`src/rtl/unified_mem_arbiter_if.sv`:
```
// Bundle of the fetch port, data port and unified-memory port shared by the arbiter.
// The slave modport is the arbiter's view. The master modport is the view of the pipeline and memory.
interface unified_mem_arbiter_if #(
  parameter int ADDR_W = 64,
  parameter int DATA_W = 64
);
  logic              if_req;
  logic [ADDR_W-1:0] if_addr;
  logic [31:0]       if_rdata;
  logic              if_valid;
  logic              if_stall;

  logic              dm_req;
  logic              dm_we;
  logic [ADDR_W-1:0] dm_addr;
  logic [DATA_W-1:0] dm_wdata;
  logic [DATA_W-1:0] dm_rdata;
  logic              dm_valid;
  logic              dm_stall;

  logic              mem_en;
  logic              mem_we;
  logic [ADDR_W-1:0] mem_addr;
  logic [DATA_W-1:0] mem_wdata;
  logic [DATA_W-1:0] mem_rdata;

  modport slave (
    input  if_req, if_addr, dm_req, dm_we, dm_addr, dm_wdata, mem_rdata,
    output if_rdata, if_valid, if_stall, dm_rdata, dm_valid, dm_stall,
           mem_en, mem_we, mem_addr, mem_wdata
  );

  modport master (
    output if_req, if_addr, dm_req, dm_we, dm_addr, dm_wdata, mem_rdata,
    input  if_rdata, if_valid, if_stall, dm_rdata, dm_valid, dm_stall,
           mem_en, mem_we, mem_addr, mem_wdata
  );
endinterface

```
`src/rtl/unified_mem_arbiter.sv`:
```
// Arbiter that shares one fixed-latency, single-ported memory between instruction fetch and data access.
// Data accesses win by default. A starvation counter forces a fetch after STARVE_MAX data grants in a row.
module unified_mem_arbiter #(
  parameter int ADDR_W     = 64,
  parameter int DATA_W     = 64,
  parameter int MEM_LAT    = 2,
  parameter int STARVE_MAX = 4
) (
  input  logic                  clk,
  input  logic                  reset,
  unified_mem_arbiter_if.slave  bus
);
  localparam int LAT_W = (MEM_LAT > 1) ? $clog2(MEM_LAT) : 1;
  localparam int SC_W  = $clog2(STARVE_MAX + 1);

  typedef enum logic [1:0] {IDLE, ACCESS, RESP} state_t;

  state_t            state;
  logic              owner_dm;
  logic [LAT_W-1:0]  lat_cnt;
  logic [SC_W-1:0]   starve_cnt;
  logic              mem_en_q, mem_we_q;
  logic [ADDR_W-1:0] mem_addr_q;
  logic [DATA_W-1:0] mem_wdata_q;
  logic [31:0]       if_rdata_q;
  logic              if_valid_q, dm_valid_q;
  logic [DATA_W-1:0] dm_rdata_q;

  logic grant_dm;
  assign grant_dm = bus.dm_req && !(bus.if_req && starve_cnt == SC_W'(STARVE_MAX));

  // NOTE: all state uses non-blocking assignments and the asynchronous reset,
  // so a reset mid-access drops mem_en/mem_we at once and cancels the pending valid.
  always_ff @(posedge clk or negedge reset) begin
    if (!reset) begin
      state       <= IDLE;
      owner_dm    <= 1'b0;
      lat_cnt     <= '0;
      starve_cnt  <= '0;
      mem_en_q    <= 1'b0;
      mem_we_q    <= 1'b0;
      mem_addr_q  <= '0;
      mem_wdata_q <= '0;
      if_rdata_q  <= '0;
      if_valid_q  <= 1'b0;
      dm_rdata_q  <= '0;
      dm_valid_q  <= 1'b0;
    end else begin
      if_valid_q <= 1'b0;
      dm_valid_q <= 1'b0;
      case (state)
        IDLE: begin
          if (grant_dm) begin
            owner_dm    <= 1'b1;
            mem_en_q    <= 1'b1;
            mem_we_q    <= bus.dm_we;
            mem_addr_q  <= bus.dm_addr;
            mem_wdata_q <= bus.dm_wdata;
            lat_cnt     <= LAT_W'(MEM_LAT - 1);
            state       <= ACCESS;
            if (bus.if_req && starve_cnt != SC_W'(STARVE_MAX))
              starve_cnt <= starve_cnt + 1'b1;
            else if (!bus.if_req)
              starve_cnt <= '0;
          end else if (bus.if_req) begin
            owner_dm    <= 1'b0;
            mem_en_q    <= 1'b1;
            mem_we_q    <= 1'b0;
            mem_addr_q  <= bus.if_addr;
            mem_wdata_q <= '0;
            lat_cnt     <= LAT_W'(MEM_LAT - 1);
            state       <= ACCESS;
            starve_cnt  <= '0;
          end else begin
            starve_cnt <= '0;
          end
        end
        ACCESS: begin
          if (lat_cnt == '0) begin
            mem_en_q <= 1'b0;
            mem_we_q <= 1'b0;
            state    <= RESP;
            if (owner_dm) begin
              dm_valid_q <= 1'b1;
              if (!mem_we_q) dm_rdata_q <= bus.mem_rdata;
            end else begin
              if_valid_q <= 1'b1;
              if_rdata_q <= mem_addr_q[2] ? bus.mem_rdata[63:32] : bus.mem_rdata[31:0];
            end
          end else begin
            lat_cnt <= lat_cnt - 1'b1;
          end
        end
        RESP:    state <= IDLE;
        default: state <= IDLE;
      endcase
    end
  end

  assign bus.mem_en    = mem_en_q;
  assign bus.mem_we    = mem_we_q;
  assign bus.mem_addr  = mem_addr_q;
  assign bus.mem_wdata = mem_wdata_q;
  assign bus.if_rdata  = if_rdata_q;
  assign bus.if_valid  = if_valid_q;
  assign bus.dm_rdata  = dm_rdata_q;
  assign bus.dm_valid  = dm_valid_q;
  assign bus.if_stall  = bus.if_req & ~if_valid_q;
  assign bus.dm_stall  = bus.dm_req & ~dm_valid_q;
endmodule
```
`src/flat_wrapper.sv`:
```
// flat-port wrapper written by rule: the top's interface ports become plain ports
module unified_mem_arbiter_flat 
#(
  parameter int ADDR_W     = 64,
  parameter int DATA_W     = 64,
  parameter int MEM_LAT    = 2,
  parameter int STARVE_MAX = 4
)
  (clk, reset, bus_if_req, bus_if_addr, bus_dm_req, bus_dm_we, bus_dm_addr, bus_dm_wdata, bus_mem_rdata, bus_if_rdata, bus_if_valid, bus_if_stall, bus_dm_rdata, bus_dm_valid, bus_dm_stall, bus_mem_en, bus_mem_we, bus_mem_addr, bus_mem_wdata);
  unified_mem_arbiter_if #(.ADDR_W(ADDR_W), .DATA_W(DATA_W)) bus_i ();
  input  logic clk;
  input  logic reset;
  input wire logic [$bits(bus_i.if_req)-1:0] bus_if_req;
  input wire logic [$bits(bus_i.if_addr)-1:0] bus_if_addr;
  input wire logic [$bits(bus_i.dm_req)-1:0] bus_dm_req;
  input wire logic [$bits(bus_i.dm_we)-1:0] bus_dm_we;
  input wire logic [$bits(bus_i.dm_addr)-1:0] bus_dm_addr;
  input wire logic [$bits(bus_i.dm_wdata)-1:0] bus_dm_wdata;
  input wire logic [$bits(bus_i.mem_rdata)-1:0] bus_mem_rdata;
  output wire logic [$bits(bus_i.if_rdata)-1:0] bus_if_rdata;
  output wire logic [$bits(bus_i.if_valid)-1:0] bus_if_valid;
  output wire logic [$bits(bus_i.if_stall)-1:0] bus_if_stall;
  output wire logic [$bits(bus_i.dm_rdata)-1:0] bus_dm_rdata;
  output wire logic [$bits(bus_i.dm_valid)-1:0] bus_dm_valid;
  output wire logic [$bits(bus_i.dm_stall)-1:0] bus_dm_stall;
  output wire logic [$bits(bus_i.mem_en)-1:0] bus_mem_en;
  output wire logic [$bits(bus_i.mem_we)-1:0] bus_mem_we;
  output wire logic [$bits(bus_i.mem_addr)-1:0] bus_mem_addr;
  output wire logic [$bits(bus_i.mem_wdata)-1:0] bus_mem_wdata;
  assign bus_i.if_req = bus_if_req;
  assign bus_i.if_addr = bus_if_addr;
  assign bus_i.dm_req = bus_dm_req;
  assign bus_i.dm_we = bus_dm_we;
  assign bus_i.dm_addr = bus_dm_addr;
  assign bus_i.dm_wdata = bus_dm_wdata;
  assign bus_i.mem_rdata = bus_mem_rdata;
  assign bus_if_rdata = bus_i.if_rdata;
  assign bus_if_valid = bus_i.if_valid;
  assign bus_if_stall = bus_i.if_stall;
  assign bus_dm_rdata = bus_i.dm_rdata;
  assign bus_dm_valid = bus_i.dm_valid;
  assign bus_dm_stall = bus_i.dm_stall;
  assign bus_mem_en = bus_i.mem_en;
  assign bus_mem_we = bus_i.mem_we;
  assign bus_mem_addr = bus_i.mem_addr;
  assign bus_mem_wdata = bus_i.mem_wdata;
  unified_mem_arbiter #(.ADDR_W(ADDR_W), .DATA_W(DATA_W), .MEM_LAT(MEM_LAT), .STARVE_MAX(STARVE_MAX)) u_core (.clk(clk), .reset(reset), .bus(bus_i));
endmodule
```
`config.mk`:
```
export PLATFORM = sky130hd
export DESIGN_NAME = unified_mem_arbiter_flat
export DESIGN_NICKNAME = d
export VERILOG_FILES = /design/src/rtl/unified_mem_arbiter_if.sv /design/src/rtl/unified_mem_arbiter.sv /design/src/flat_wrapper.sv
export SDC_FILE = /design/constraint.sdc
export NUM_CORES = 1
export LEC_CHECK = 0
export ABC_AREA = 1
export ABC_CLOCK_PERIOD_IN_PS = 3200
export CORE_AREA = 3 3 190 192
export DETAILED_ROUTE_END_ITERATION = 10
export DIE_AREA = 0 0 193 195
export DONT_BUFFER_PORTS = 1
export HOLD_SLACK_MARGIN = 0.12
export MAX_ROUTING_LAYER = met4
export PLACE_DENSITY_LB_ADDON = 0.08
export SLEW_MARGIN = 20
export SYNTH_ARGS = -nofsm -noshare
export SYNTH_HDL_FRONTEND = slang
export SYNTH_SLANG_ARGS = --single-unit
```
`constraint.sdc`:
```
create_clock -name clk -period 3.2 [get_ports clk]
set_input_delay 0.16 -clock clk [delete_from_list [all_inputs] [get_ports clk]]
set_output_delay 0.16 -clock clk [all_outputs]
set_load 0.01 [all_outputs]
```
# Yosys cells after proc, flatten, opt, wreduce, memory -nomap -nowiden

Index checks and enable logic that the tools add are counted.

Multiplexer cells: 28
Add/sub/neg operators: 2
Bitwise operators: 7
Reductions and logical operators: 14
Equal/unequal tests: 6

Operators by type and width:

| cell                                                             | count |
|---|---|
| 64-bit 2-to-1 mux                                                | 4 |
| 32-bit 2-to-1 mux                                                | 1 |
| 1-bit 2-to-1 mux                                                 | 13 |
| 3-bit 2-to-1 mux                                                 | 3 |
| 2-bit AND reduction                                              | 4 |
| 2-bit 2-to-1 mux                                                 | 3 |
| 3-bit != test (second input constant)                            | 2 |
| 1-bit case mux with 2 select lines                               | 3 |
| 3-bit AND reduction                                              | 2 |
| 1-bit inverter                                                   | 5 |
| 2-bit case mux with 2 select lines                               | 1 |
| 4-bit AND reduction                                              | 1 |
| 2-bit nonzero test                                               | 2 |
| 3-bit by 1-bit adder with 3-bit output (second input constant)   | 1 |
| 3-bit == test (second input constant)                            | 1 |
| 1-bit logical AND                                                | 3 |
| 3-bit by 2-bit != test with 1-bit output (second input constant) | 1 |
| 1-bit bitwise AND                                                | 2 |
| 2-bit by 1-bit == test with 1-bit output (second input constant) | 1 |
| 2-bit logical NOT                                                | 1 |
| 2-bit != test (second input constant)                            | 1 |
| 1-bit logical NOT                                                | 1 |
| 1-bit subtractor (second input constant)                         | 1 |

Register bits: 235
Word-level logic and storage cells: 69
Input bits: 261
Output and inout port bits: 230

# Depth between registers and ports, before layout

Depth in word-level cells: 6
Mapped depth: 9
Gate-level depth less buffers: 7

# Least setup slack after synthesis

No wires, ideal clock.

Kind: register to register
Start point: register u_core.starve_cnt[0]
End point: register u_core.mem_addr_q[23], in the netlist u_core.bus.mem_addr[23]
Stages on the path, launching flop included: 9
Required time: 3.082 ns
Arrival: 1.331 ns
Setup time: 0.118 ns
Path buffers: 2
Period minus slack after synthesis: 1.448 ns
Path slack: 1.752 ns
Cells stage by stage: dfrtp_1 > inv_1 > ha_1 > nand3_1 > buf_2 > buf_1 > nand3_1 > nand3_1 > nand2_1

Longest elaborated chain between the ends: 6
Elaborated cells on any way between the ends: 7
Classes of those cells: eq/ne: 1; mux: 1; reduce/logical: 5

RTL lines:

| item                                 | RTL line                  | source |
|---|---|---|
| start: declaration                   | unified_mem_arbiter.sv:21 | `logic [SC_W-1:0] starve_cnt;` |
| start signal: assignment             | unified_mem_arbiter.sv:62 | `starve_cnt <= starve_cnt + 1'b1;` |
| 3-bit == test *                      | unified_mem_arbiter.sv:30 | `assign grant_dm = bus.dm_req && !(bus.if_req && starve_cnt == SC_W'(STARVE_MAX));` |
| 1-bit logical AND *                  | unified_mem_arbiter.sv:30 |  |
| 1-bit logical NOT *                  | unified_mem_arbiter.sv:30 |  |
| 1-bit logical AND *                  | unified_mem_arbiter.sv:30 |  |
| 2-bit nonzero test (no source line)  | -                         |  |
| 2-bit AND reduction (no source line) | -                         |  |
| end signal: assignment               | unified_mem_arbiter.sv:57 | `mem_addr_q <= bus.dm_addr;` |
| end signal: assignment               | unified_mem_arbiter.sv:69 | `mem_addr_q <= bus.if_addr;` |
| end: declaration                     | unified_mem_arbiter.sv:23 | `logic [ADDR_W-1:0] mem_addr_q;` |

Every way passes the cells marked *; elsewhere a longest branch is shown, timed or not.
A chain may end at the register's enable or synchronous reset.

# Final worst setup path

Start point: register u_core.starve_cnt[0]
End point: register u_core.mem_addr_q[11], in the netlist u_core.bus.mem_addr[11]

Same word-level chain as after synthesis.

==> flow_summary.ini <==
[layout]
fillCellCount = 3502
multi_input_area_um2 = 3440
seq_area_um2 = 5880
syn_to_final_growth_pct = 39.2
nets = 1826
drive_gt1_frac = 0.0442

[global_routing]
grt_pass1_wl_um = 54500
grt_pass1_vias = 9668
grt_util_met3 = 0.0569
met1_usage = 0.212
grt_max_degree = 236
grt_overflow_total = 0
grt_use_total = 0.187
grt_antenna_before_repair = 1
top_usage_layer = met2
global_route.usage.met2 = 0.315

[outcome]
outcome = finished, violations left
violations = negative hold slack

[clocking]
path_clk_slew_ps = 60
ctsHoldBuffers = 273
numClockSinks = 235
cts_buffer_depth = 3
cts_buffers = 28
post_cts_buffers = 0
htree_levels = 1
cts_resized = 0
clk_latency_ps = 560
clock-root-buffer = clkbuf_16
cts_tree = done

[timing]
period_share = 0.919
finalSetupViolations = 0
rsz0062_at_grt = no
fin_skew_ps = 30.1
setup_tns_ps = 0
max_slew.worst_pin.slew_ps = 916
fin_hold_ws_ps = -676
finalHoldViolCount = 235
period_needed_ps = 2940
drv_slew = 0
maxSlewHeadroom = 0.389
max_freq_ghz = 0.340

[pwr]
powerDensity_nw_per_um2 = 932
vdd_drop_max_uv = 429
p_leak_nw = 7.52
finalPower_mw = 13.5

[logic_synthesis]
synth_nets = 1587
syn_avg_cell_area_um2 = 7.86
ys_ff_latch = 235
ys_warn_count = 0
synth.distinct_cells = 19
yosys.area.top_type_share = 0.565
synth_top_area_cell = dfrtp_1
seq_area_frac_synth = 0.565
netlist_area_um2 = 10400
synthCells = 1324
synth_top_cells_by_area = dfrtp_1 56%, nand2_1 19%, inv_1 7.4%

[place]
gp_congestion = 0.785
port_buffers = 0
dp_hpwl_um = 23600

[floorplan]
die_w_um = 193
dieArea_um2 = 37600
coreArea_um2 = 34500
ioPinCount = 491
placementRows = 68
initial_core_util = 0.301
die_y_um = 195

[detailed_routing]
vias = 9227
wl_um = 35800
wire_per_inst_um = 17.6
remaining_drc_errors = 0
drt_iter0_markers = 396
detail-route-antenna-nets = 0
viasPerCell = 4.52
dr.pass1.iters = 5

[worst_setup_path]
worstPathCellList = inv_1 > ha_1 > nand3_2 > buf_4 > nand3_1 > dlygate4sd3_1 > nand3_1 > dlygate4sd3_1 > nand2_1
r2r-start = u_core.starve_cnt[0]$_DFFE_PN0P_
critical_path.max_fanout = 64
rrSetupSlack_ps = 260
critPathRequiredTime_ps = 3620
crit_path_end_kind = flip-flop
start_kind = flip-flop
startpoint = u_core.starve_cnt[0]$_DFFE_PN0P_
crit_type = flip-flop to flip-flop
max_stage_delay_ps = 630
worst_r2r_endpoint = u_core.bus.mem_addr[11]$_DFFE_PN0P_
critPathCapture = u_core.bus.mem_addr[11]$_DFFE_PN0P_
slowest_stage = dlygate4sd3_1
worstPathArrival_ps = 3360
worst_r2r_path_depth = 9

[worst_hold_path]
hold_path.class = input port to async pin

[job]
max-cap-violations = 0
## worst min path at each step
stage	startpoint	endpoint	slack, ps	cells after the start
2_1_floorplan	reset	u_core.bus.dm_rdata[0]$_DFFE_PN0P_	-140	0
3_3_place_gp	reset	u_core.bus.if_rdata[8]$_DFFE_PN0P_	-130	0
5_1_grt	reset	u_core.bus.if_rdata[14]$_DFFE_PN0P_	-730	0
4_1_cts	reset	u_core.bus.if_rdata[14]$_DFFE_PN0P_	-730	0
3_5_place_dp	reset	u_core.bus.if_rdata[8]$_DFFE_PN0P_	-130	0
6_report	reset	u_core.bus.dm_rdata[33]$_DFFE_PN0P_	-680	0
## stage by stage
step / setup slack (ps) / std cells / util / area (µm²) / hold WS, ps
2_1_floorplan: 1750 / 1324 / - / 10400 / -136
3_3_place_gp: 1160 / 1715 / 0.312 / 10800 / -130
3_5_place_dp: 1160 / 1715 / 0.312 / 10800 / -130
4_1_cts: 324 / 2040 / 0.419 / 14500 / -731
5_1_grt: 109 / 2041 / 0.419 / 14500 / -727
6_report: 260 / 2041 / 0.419 / 14500 / -676
## Yosys cell counts, drive strengths merged
cell type	number
a21oi	2
nand2	527
inv	206
nand4	2
dfrtp	235
nand3	132
buf	58
o21ai	132
ha	2
nor2	10
clkbuf	18
## per-layer routing
layer	vias to the layer above	wire [µm]
met2	370	17400
met5	-	0
met3	71	3370
met1	4290	13700
li1	4496	-
met4	0	1280
## placed cells by master (no fill, tap or decap)
cell	n
buf_12	1
o21ai_1	21
nor2_4	3
nand3_1	130
nand4_1	2
clkinv_8	1
nand2_1	524
nor2_2	2
clkbuf_16	28
nand3_4	1
ha_1	2
inv_2	1
o21ai_0	111
nand2_4	1
clkinv_2	7
dfrtp_2	1
nand3_2	1
a21oi_1	2
buf_4	11
diode_2	1
inv_1	205
dlygate4sd3_1	272
buf_16	1
nand2_2	2
clkbuf_1	7
clkbuf_8	5
dfrtp_1	234
nor2_1	5
bufinv_16	4
## final cells by class
type | instances | share of cell area
antenna | 1 | 0.000173
clock buffer | 40 | 0.0549
clock inverter | 12 | 0.0118
inverter | 206 | 0.0534
multi-input combinational | 807 | 0.238
sequential | 235 | 0.406
tap | 455 | 0.0393
timing repair buffer | 285 | 0.197
## logic make-up (layout without fill, tap and decap cells)
group / count (synthesis) / after routing / synth area share
AND/OR/NAND/NOR: 671 / 671 / 0.260
AO/OA/AOI/OAI: 134 / 134 / 0.0644
buffers and inverters: 282 / 543 / 0.108
flip-flops: 235 / 235 / 0.565
adder cells (fa/ha/maj): 2 / 2 / 0.00240
other: 0 / 1 / 0
## state kept, by name (all words and copies together) (netlist names)
register	count
u_core.bus.dm_rdata	64
u_core.bus.mem_addr	64
u_core.bus.mem_wdata	64
u_core.bus.if_rdata	32
u_core.starve_cnt	3
u_core.state	2
u_core.bus.dm_valid	1
u_core.bus.if_valid	1
u_core.bus.mem_en	1
u_core.bus.mem_we	1
u_core.lat_cnt	1
u_core.owner_dm	1
## power breakdown
part / total [mW] / leakage (nW) / internal [mW] / switching, mW
combinational: 3.55 / 4.13 / 1.54 / 2.01
sequential: 6.62 / 2.92 / 4.49 / 2.13
clock: 3.34 / 0.480 / 2.05 / 1.29
## critical path, delay by kind of cell (launching register included)
| family | cells | cell delay (ps) |
|---|---|---|
| fa+ha+maj | 1 | 210 |
| simple gates | 4 | 390 |
| buf+inv | 4 | 1820 |
| flops | 1 | 340 |
Note: power is estimated with default switching activity, not from simulation.
